File: src/rtl/shift_wb_ctrl.sv
// rtl/shift_wb_ctrl.sv - shift sequencer and register-file writeback arbiter
module shift_wb_ctrl #(
  parameter int SHAMT_W = 5
) (
  input  logic               clk,
  input  logic               reset_n,
  input  logic               start,
  input  logic [1:0]         shift_op,
  input  logic [SHAMT_W-1:0] shamt,
  input  logic               ula_wr_req,
  output logic [2:0]         shift_reg_op,
  output logic               MEMtoREG_SELETOR,
  output logic               reg_write,
  output logic               ula_stall,
  output logic               busy,
  output logic               done,
  output logic               op_err
);

  typedef enum logic [1:0] {
    IDLE  = 2'd0,
    LOAD  = 2'd1,
    SHIFT = 2'd2,
    WRITE = 2'd3
  } state_t;

  localparam logic [1:0] OP_SLL = 2'b00;
  localparam logic [1:0] OP_SRL = 2'b01;
  localparam logic [1:0] OP_SRA = 2'b10;
  localparam logic [1:0] OP_BAD = 2'b11;

  localparam logic [2:0] SR_HOLD = 3'b000;
  localparam logic [2:0] SR_LOAD = 3'b001;
  localparam logic [2:0] SR_SLL  = 3'b010;
  localparam logic [2:0] SR_SRL  = 3'b011;
  localparam logic [2:0] SR_SRA  = 3'b100;

  localparam logic [SHAMT_W-1:0] CNT_ZERO = '0;
  localparam logic [SHAMT_W-1:0] CNT_ONE  = {{(SHAMT_W-1){1'b0}}, 1'b1};

  state_t             state;
  logic [1:0]         op_r;
  logic [SHAMT_W-1:0] count;
  logic               op_err_r;

  // Sequencer: accept a request in IDLE, load, step shamt times, then write back once.
  always_ff @(posedge clk or negedge reset_n) begin
    if (!reset_n) begin
      state    <= IDLE;
      op_r     <= OP_SLL;
      count    <= CNT_ZERO;
      op_err_r <= 1'b0;
    end else begin
      op_err_r <= 1'b0;
      case (state)
        IDLE: begin
          if (start) begin
            if (shift_op == OP_BAD) begin
              op_err_r <= 1'b1;
            end else begin
              op_r  <= shift_op;
              count <= shamt;
              state <= LOAD;
            end
          end
        end
        LOAD: begin
          state <= (count != CNT_ZERO) ? SHIFT : WRITE;
        end
        SHIFT: begin
          // Saturate at zero so a corrupted count can never wrap into a long run.
          if (count != CNT_ZERO) begin
            count <= count - CNT_ONE;
          end
          if (count == CNT_ONE || count == CNT_ZERO) begin
            state <= WRITE;
          end
        end
        WRITE: begin
          state <= IDLE;
        end
        default: begin
          state <= IDLE;
        end
      endcase
    end
  end

  // Output decode: shift commands from state/op_r, writeback arbitration with the ULA.
  always_comb begin
    shift_reg_op     = SR_HOLD;
    MEMtoREG_SELETOR = 1'b0;
    ula_stall        = 1'b0;
    busy             = (state != IDLE);
    done             = (state == WRITE);
    op_err           = op_err_r;
    case (state)
      LOAD: begin
        shift_reg_op = SR_LOAD;
      end
      SHIFT: begin
        case (op_r)
          OP_SLL:  shift_reg_op = SR_SLL;
          OP_SRL:  shift_reg_op = SR_SRL;
          OP_SRA:  shift_reg_op = SR_SRA;
          default: shift_reg_op = SR_HOLD;
        endcase
      end
      WRITE: begin
        // Shift result owns the write port; the ULA is told to retry next cycle.
        MEMtoREG_SELETOR = 1'b1;
        ula_stall        = ula_wr_req;
      end
      default: begin
        shift_reg_op = SR_HOLD;
      end
    endcase
    // Gated by reset so a held ULA request cannot write while the block is in reset.
    reg_write = reset_n & ((state == WRITE) | ula_wr_req);
  end

endmodule

File: config.mk
export PLATFORM = sky130hd
export DESIGN_NAME = shift_wb_ctrl
export DESIGN_NICKNAME = d
export VERILOG_FILES = /design/src/rtl/shift_wb_ctrl.sv
export SDC_FILE = /design/constraint.sdc
export NUM_CORES = 1
export LEC_CHECK = 0
export CORE_ASPECT_RATIO = 0.75
export CORE_MARGIN = 3
export CORE_UTILIZATION = 31
export CTS_BUF_LIST = sky130_fd_sc_hd__clkbuf_4
export DETAILED_ROUTE_END_ITERATION = 10
export GPL_TIMING_DRIVEN = 0
export PLACE_DENSITY = 0.53
export SYNTH_ARGS = -nofsm -noshare
export SYNTH_HDL_FRONTEND = slang
export SYNTH_SLANG_ARGS = --single-unit
File: constraint.sdc
create_clock -name clk -period 2.25 [get_ports clk]
set_input_delay 0.45 -clock clk [delete_from_list [all_inputs] [get_ports clk]]
set_output_delay 0.45 -clock clk [all_outputs]
set_load 0.005 [all_outputs]
# After elaboration in Yosys (flattened, before gate mapping)
# Cells that the tools add are included.
totals:
  word_cells: 45
  out_inout_bits: 9
  regBits: 10
op_classes:
  eq_ne: 11
  addsub: 1
  n_reduce_logical: 10
  bitwise: 3
  muxes: 16
op_table:
  columns: ["op", "n"]
  rows:
  - ["$mux W5", 3]
  - ["$pmux W5 S2", 1]
  - ["$pmux W3 S3", 1]
  - ["$eq A2 B2 Y1 const B", 4]
  - ["$ne A2 B2 Y1 const B", 4]
  - ["$pmux W2 S4", 1]
  - ["$mux W1", 6]
  - ["$mux W2", 3]
  - ["$pmux W3 S2", 1]
  - ["$reduce_and A3 Y1", 2]
  - ["$eq A5 B1 Y1 const B", 1]
  - ["$logic_not A5 Y1", 1]
  - ["$reduce_bool A5 Y1", 1]
  - ["$sub A5 B1 Y5 const B", 1]
  - ["$eq A2 B1 Y1 const B", 2]
  - ["$logic_not A2 Y1", 2]
  - ["$reduce_and A4 Y1", 1]
  - ["$reduce_bool A2 Y1", 2]
  - ["$and A1 B1 Y1", 1]
  - ["$logic_or A1 B1 Y1", 1]
  - ["$not A1 Y1", 1]
  - ["$or A1 B1 Y1", 1]

# Depth between registers and ports, before layout
# Gate-level depths: netlist of run 1.
logic_depth:
  ltp_word: 4
  mapped_depth: 7

# Worst setup path after synthesis of run 1
# OpenSTA, ideal clock, no wires.
synth_path:
  path_type: "register to register"
  from: "register state[0]"
  to: "register count[3]"
  required_ns: 2.163
  setup_slack_ns: 0.601
  t_arrival_ns: 1.563
  stages_incl_launch_ff: 7
  cell_sequence: "dfrtp_1 -> inv_1 -> ha_1 -> nor2b_2 -> a31oi_2 -> or4_1 -> o211ai_1"
synth_via:
  elab_chain_len: 3
  elab_cells_between_ends: 8
synth_lines:
  columns: ["item", "line", "text"]
  rows:
  - ["from (decl)", "41", "state_t state;"]
  - ["from (signal assigned)", "68", "state <= (count != CNT_ZERO) ? SHIFT : WRITE;"]
  - ["$eq A2 B2 Y1 / $logic_not A2 Y1 (equally long branches)", "55", "case (state)"]
  - ["$ne A2 B2 Y1 (no line) / $reduce_bool A2 Y1 (equally long branches)", null, null]
  - ["$reduce_and A4 Y1 (no line)", null, null]
  - ["to (signal assigned)", "62", "count <= shamt;"]
  - ["to (signal assigned)", "73", "count <= count - CNT_ONE;"]
  - ["to (decl)", "43", "logic [SHAMT_W-1:0] count;"]
# Parallel ways exist; a longest one is shown, timed or not.
# A chain may end at the register's enable or synchronous reset.

# Worst setup path after layout of run 1
layout_path:
  from: "input port reset_n"
  to: "output port reg_write"
layout_via:
  elab_chain_len: 1
layout_lines:
  columns: ["item", "line", "text"]
  rows:
  - ["from (decl)", "6", "input logic reset_n,"]
  - ["$and A1 B1 Y1", "119", "reg_write = reset_n & ((state == WRITE) | ula_wr_req);"]
  - ["to (decl)", "13", "output logic reg_write,"]
# Every way passes these cells.

==> results.toml, run 1 <==
[power_and_ir_drop]
switchingPower_mw = 0.555
pwr-share-clk_pct = 10.3
leakage_nw = 0.471
swShare_pct = 42.7
intPower_mw = 0.745
comb_power_share_pct = 61.0
p_seq_share_pct = 28.7
power-per-cell-area_nw_per_um2 = 1270
vdd_ir_drop_max_uv = 439

[clock_network]
cts_tree = "yes"
cts_sinks = 10
ctsHoldBuffers = 0
cts.reportedPaths.clkPinSlew_ns = 0.07
clock_path_buffers = 2
htreeDepth = 1
cts_root_buffer = "clkbuf_4"
cts_buffers = 3
clkLatencyLatePin_ns = 0.27

[worst_setup_path]
endpoint_kind = "primary output"
crit_family = "buffers and inverters"
path_cells = "dlygate4sd2_1 -> o21a_1 -> clkdlybuf4s50_1"
worstSetupPathType = "input pin to primary output"
rr_worst_depth = 7
crit_cells = 3
r2r-end = "count[2]$_DFFE_PN0P_"
startpoint_type = "input pin"
cp.arrival_ns = 1.67
crit_required_ns = 1.80
cp-startpoint = "reset_n"
slowest_delay_ns = 0.53
rr_startpoint = "state[0]$_DFFE_PN0P_"
slowest_stage = "dlygate4sd2_1"
endpoint = "reg_write"
cp.buffers_inverters = 2
path_max_fanout = 11
r2r_slack_ns = 0.43

[global_routing]
first_global_vias = 640
antenna_found_initial = 0
overflow = 0
grt_max_degree = 12
grt_usage_pct = 14.1
grt_pass1_wl_um = 2920

[die]
core_area_um2 = 2100
num_io_pins = 20
die_y_um = 47.9
row_count = 14
start_util_pct = 34.5
chipWidth_um = 61.9
dieArea_um2 = 2960

[finish]
layout_common_cells = "clkdlybuf4s50_1 (15), nor2_1 (11), dfrtp_1 (10), nand2_1 (8), inv_1 (5)"
antenna_cells = 0
fillers = 207
final_util_pct = 48.8
multi_input_area_um2 = 464
final_nets = 124
final_cells = 130
syn_to_final_growth_pct = 41.2
design_area_um2 = 1020
drive_gt1_share_pct = 17.9
seq_area_um2 = 250
layout.cells.most_common = "clkdlybuf4s50_1"

[synth]
synthCells = 80
yosysUniqueCellTypes = 31
yosysSeqAreaShare_pct = 34.5
syn_nets = 97
synth_edf_count = 0
synth_seq_cells = 10
async_flop_share_pct = 100
syn_area_um2 = 726
ys_warn_count = 0
synth_top_flop_cell = "dfrtp_1"
postSynthAreaPerCell_um2 = 9.07

[timing]
slew_headroom_pct = 65.0
final_hold_viol_count = 0
fin_crit_ns = 2.12
setup_violations = 0
rsz0062_at_grt = "no"
finalCritPeriodShare_pct = 94.3
slew_violations = 0
fin_skew_ns = 0.00171
fin_tns_setup_ns = 0
worst_pin_slew_ns = 0.526
max_clock_freq_ghz = 0.472

[hold_path]
min_path_type = "input pin to asynchronous set/reset pin"

[routing]
dr.pass1.iters = 4
route.detailed.drc = 0
drtIter0Drc = 9
via_per_inst = 5.13
vias = 667
final_antenna_net_count = 0
wirelength_um = 1680
routedWlPerCell_um = 12.9

[outcome]
outcome = "completed"

[placed_design]
dp_cells = 123
postPlaceCellArea_um2 = 946
portBuffers = 19
place.gp.congestion = 0.715
hpwl_um = 1250

[job]
maxCapViolations = 0
==> worst reg2reg max path: stages (launching register included) <==
cell and delay [ns]:
dfrtp_1 0.40, inv_2 0.13, ha_4 0.14, buf_2 0.19, nor2b_2 0.06, a31oi_2 0.34
o31ai_1 0.15, a221o_1 0.30
==> timing repair <==
| action | CTS | global route |
|---|---|---|
| endpoints found under the setup margin | 4 | 2 |
| setup buffers | 2 | 1 |
| pin swaps | 0 | 1 |
| gates resized for setup | 6 | 3 |
==> worst min path at each step <==
| stage | from | to | slack, ns |
|---|---|---|---|
| 2_1_floorplan | reset_n | count[0]$_DFFE_PN0P_ | 0.15 |
| 3_3_place_gp | op_r[1]$_DFFE_PN0P_ | op_r[1]$_DFFE_PN0P_ | 0.53 |
| 3_5_place_dp | op_r[1]$_DFFE_PN0P_ | op_r[1]$_DFFE_PN0P_ | 0.53 |
| 4_1_cts | reset_n | count[2]$_DFFE_PN0P_ | 0.26 |
| 5_1_grt | reset_n | count[2]$_DFFE_PN0P_ | 0.27 |
| 6_report | reset_n | count[2]$_DFFE_PN0P_ | 0.25 |
==> routing by layer <==
metal	GRT usage [%]	vias to the layer above	wire length (um)
li1	-	339	-
met1	19.2	307	863
met2	20.5	17	690
met3	5.12	4	100
met4	5.08	0	23
met5	0	-	0
==> logic make-up (layout without fill, tap and decap cells) <==
family / after synthesis / after routing / share of synthesized area (%)
fa+ha+maj: 6 / 6 / 10.3
buf+inv: 9 / 35 / 5.34
flops: 10 / 10 / 34.5
compound gates: 22 / 22 / 24.1
simple gates: 31 / 31 / 22.9
mux: 2 / 2 / 2.76
==> area by class of cell <==
type	instances	area share, %
Tap cell	24	2.93
Timing Repair Buffer	22	21.0
Inverter	6	2.20
Clock inverter	1	0.366
Multi-Input combinational cell	61	45.3
Buffer	3	1.59
Sequential cell	10	24.4
Clock buffer	3	2.20
==> registers in the layout (all words and copies together) (netlist names) <==
signal,count
count,5
op_err,1
op_r,2
state,2
==> synth_stat cells (all sizes together), types with 2 or more instances <==
library cell	number	area [um2]
mux2i	2	20.0
nand2b	2	12.5
ha	6	75.1
a21oi	4	20.0
o31ai	2	15.0
buf	2	12.5
a31o	2	17.5
dfrtp	10	250
inv	6	22.5
a221o	2	20.0
a31oi	3	25.0
nor2	12	45.0
o21ai	2	10.0
nor3b	3	22.5
nand2	8	30.0
==> per-stage QoR <==
stage	power [mW]	hold WS [ns]	setup slack [ns]
after floorplan	0.859	0.154	0.601
after global placement	1.09	0.529	-0.215
after detailed placement	1.10	0.527	-0.172
after CTS	1.30	0.255	-0.0439
after global routing	1.44	0.268	0.0326
final	1.30	0.253	0.129
==> power by group through the flow <==
stage	clock (mW)	sequential (mW)	combinational (mW)
finish	0.134	0.373	0.793
global route	0.148	0.391	0.903
CTS	0.140	0.371	0.788
detailed placement	0	0.380	0.718
global placement	0	0.377	0.710
floorplan	0	0.352	0.507
Power figures use the tool's default switching activity.
==> inputs of run 2 (changes only) <==
--- a/config.mk
+++ b/config.mk
@@ -6,7 +6,7 @@
 export NUM_CORES = 1
 export LEC_CHECK = 0
 export CORE_ASPECT_RATIO = 0.75
-export CORE_MARGIN = 3
+export CORE_MARGIN = 2
 export CORE_UTILIZATION = 31
 export CTS_BUF_LIST = sky130_fd_sc_hd__clkbuf_4
 export DETAILED_ROUTE_END_ITERATION = 10
==> run 2 against run 1 <==
  * Maximum frequency down 2.7%
  * Critical path depth up 2
  * Clock skew up 0.0032 ns
  * Register-to-register slack about the same
  * Worst hold slack worse by 0.040 ns
  * Clock-buffer cell count unchanged
  * First-iteration DRC count up 130%
  * Worst setup slack worse by 0.059 ns
  * Die area down 7.3%
  * Power up 0.77%
  * Critical endpoint is now shift_reg_op[1]
  * Wire length up 1.1%
  * Sequential power about the same
==> results.toml, run 2 (synthesis results as in run 1) <==
[finish]
layout_common_cells = "clkdlybuf4s50_1 (16), nor2_1 (12), dfrtp_1 (10), nand2_1 (8)"
final_util_pct = 45.6
final_cells = 131
layout.cells.most_common = "clkdlybuf4s50_1"
final_nets = 124
syn_to_final_growth_pct = 41.6
largest_register_ffs = 5
antenna_cells = 0
design_area_um2 = 1030
regMostFlops = "count"
reg_top3 = "count: 5 flops, op_r: 2 flops, state: 2 flops"
drive_gt1_share_pct = 18.9

[placed_design]
place.gp.congestion = 0.742
dp_cells = 124
postPlaceCellArea_um2 = 947
portBuffers = 19
hpwl_um = 1240
dp_slack_ns = -0.205

[timing]
setup_violations = 0
slew_headroom_pct = 65.9
fin_skew_ns = 0.00489
holdWs_ns = 0.213
finalCritPeriodShare_pct = 96.9
fin_crit_ns = 2.18
worst_pin_slew_ns = 0.511
rsz0062_at_grt = "no"
slew_violations = 0
fin_ws_ns = 0.0700
fin_tns_setup_ns = 0
max_clock_freq_ghz = 0.459
final_hold_viol_count = 0

[clock_network]
cts.reportedPaths.clkPinSlew_ns = 0.07
cts_buffers = 3
cts_root_buffer = "clkbuf_4"
clkLatencyLatePin_ns = 0.27
ctsHoldBuffers = 0
htreeDepth = 1
cts_sinks = 10
cts_tree = "yes"
clock_path_buffers = 2

[routing]
final_antenna_net_count = 0
vias = 672
via_per_inst = 5.13
routedWlPerCell_um = 12.9
route.detailed.drc = 0
wirelength_um = 1700
drtIter0Drc = 21
dr.pass1.iters = 4

[outcome]
outcome = "completed"

[worst_setup_path]
endpoint = "shift_reg_op[1]"
r2r_slack_ns = 0.44
cp.arrival_ns = 1.73
startpoint_type = "register"
r2r-end = "count[2]$_DFFE_PN0P_"
worstSetupPathType = "register to primary output"
rr_worst_depth = 7
endpoint_kind = "primary output"
cp-startpoint = "state[0]$_DFFE_PN0P_"
crit_required_ns = 1.80
rr_startpoint = "state[0]$_DFFE_PN0P_"
path_max_fanout = 3

[die]
row_count = 15
dieArea_um2 = 2750
die_y_um = 45.9
num_io_pins = 20
core_area_um2 = 2250
chipWidth_um = 59.9
start_util_pct = 32.2

[global_routing]
grt_pass1_wl_um = 2730
antenna_found_initial = 0
grt_max_degree = 12
overflow = 0
first_global_vias = 607
busiest_layer = "met2"
met1_usage_pct = 18.2
grtUsageMet3_pct = 5.11
grt_util_met2_pct = 21.3
grt_usage_pct = 13.7

[hold_path]
min_path_type = "input pin to asynchronous set/reset pin"

[power_and_ir_drop]
leakage_nw = 0.455
vdd_ir_drop_max_uv = 446
power-per-cell-area_nw_per_um2 = 1270
power_mw = 1.31

[job]
maxCapViolations = 0
[run 2: cell type report]
class	count	area [um2]
well taps	25	31.3
fillers	238	1220
repair buffers	22	214
clock buffers	3	22.5
inverters	6	22.5
flip-flops and latches	10	250
plain buffers	3	16.3
multi-input cells	61	467
clock inverters	1	3.75
[run 2: worst min-delay path by stage]
stage / to / cells past startpoint / slack (ns) / from
2_1_floorplan: count[0]$_DFFE_PN0P_ / 0 / 0.15 / reset_n
4_1_cts: count[3]$_DFFE_PN0P_ / 1 / 0.27 / reset_n
3_5_place_dp: op_r[1]$_DFFE_PN0P_ / 2 / 0.53 / op_r[1]$_DFFE_PN0P_
3_3_place_gp: op_r[1]$_DFFE_PN0P_ / 2 / 0.51 / op_r[1]$_DFFE_PN0P_
5_1_grt: count[0]$_DFFE_PN0P_ / 1 / 0.26 / reset_n
6_report: count[1]$_DFFE_PN0P_ / 1 / 0.21 / reset_n
[run 2: report_power, final]
group | internal (mW) | leakage (nW) | switching [mW] | total [mW]
clock | 0.0643 | 0.0154 | 0.0693 | 0.134
sequential | 0.266 | 0.121 | 0.107 | 0.373
combinational | 0.419 | 0.318 | 0.384 | 0.803
total | 0.749 | 0.455 | 0.561 | 1.31
[run 2: routing by layer]
metal | share of wire [%] | wire, um
met5 | 0 | 0
met4 | 0.59 | 10
met1 | 50 | 847
met3 | 6.3 | 107
met2 | 43 | 731
[run 2: critical path: stages, from the launching register on]
cell,delay (ns)
dfrtp_1,0.36
inv_2,0.08
ha_4,0.27
nand2_1,0.08
nor2_1,0.15
clkdlybuf4s50_1,0.52
[run 2: repair_timing]
item / CTS / global route
gates resized for setup: 7 / 3
setup endpoints to repair: 4 / 2
buffers inserted: 3 / 0
pin swaps: 2 / 0
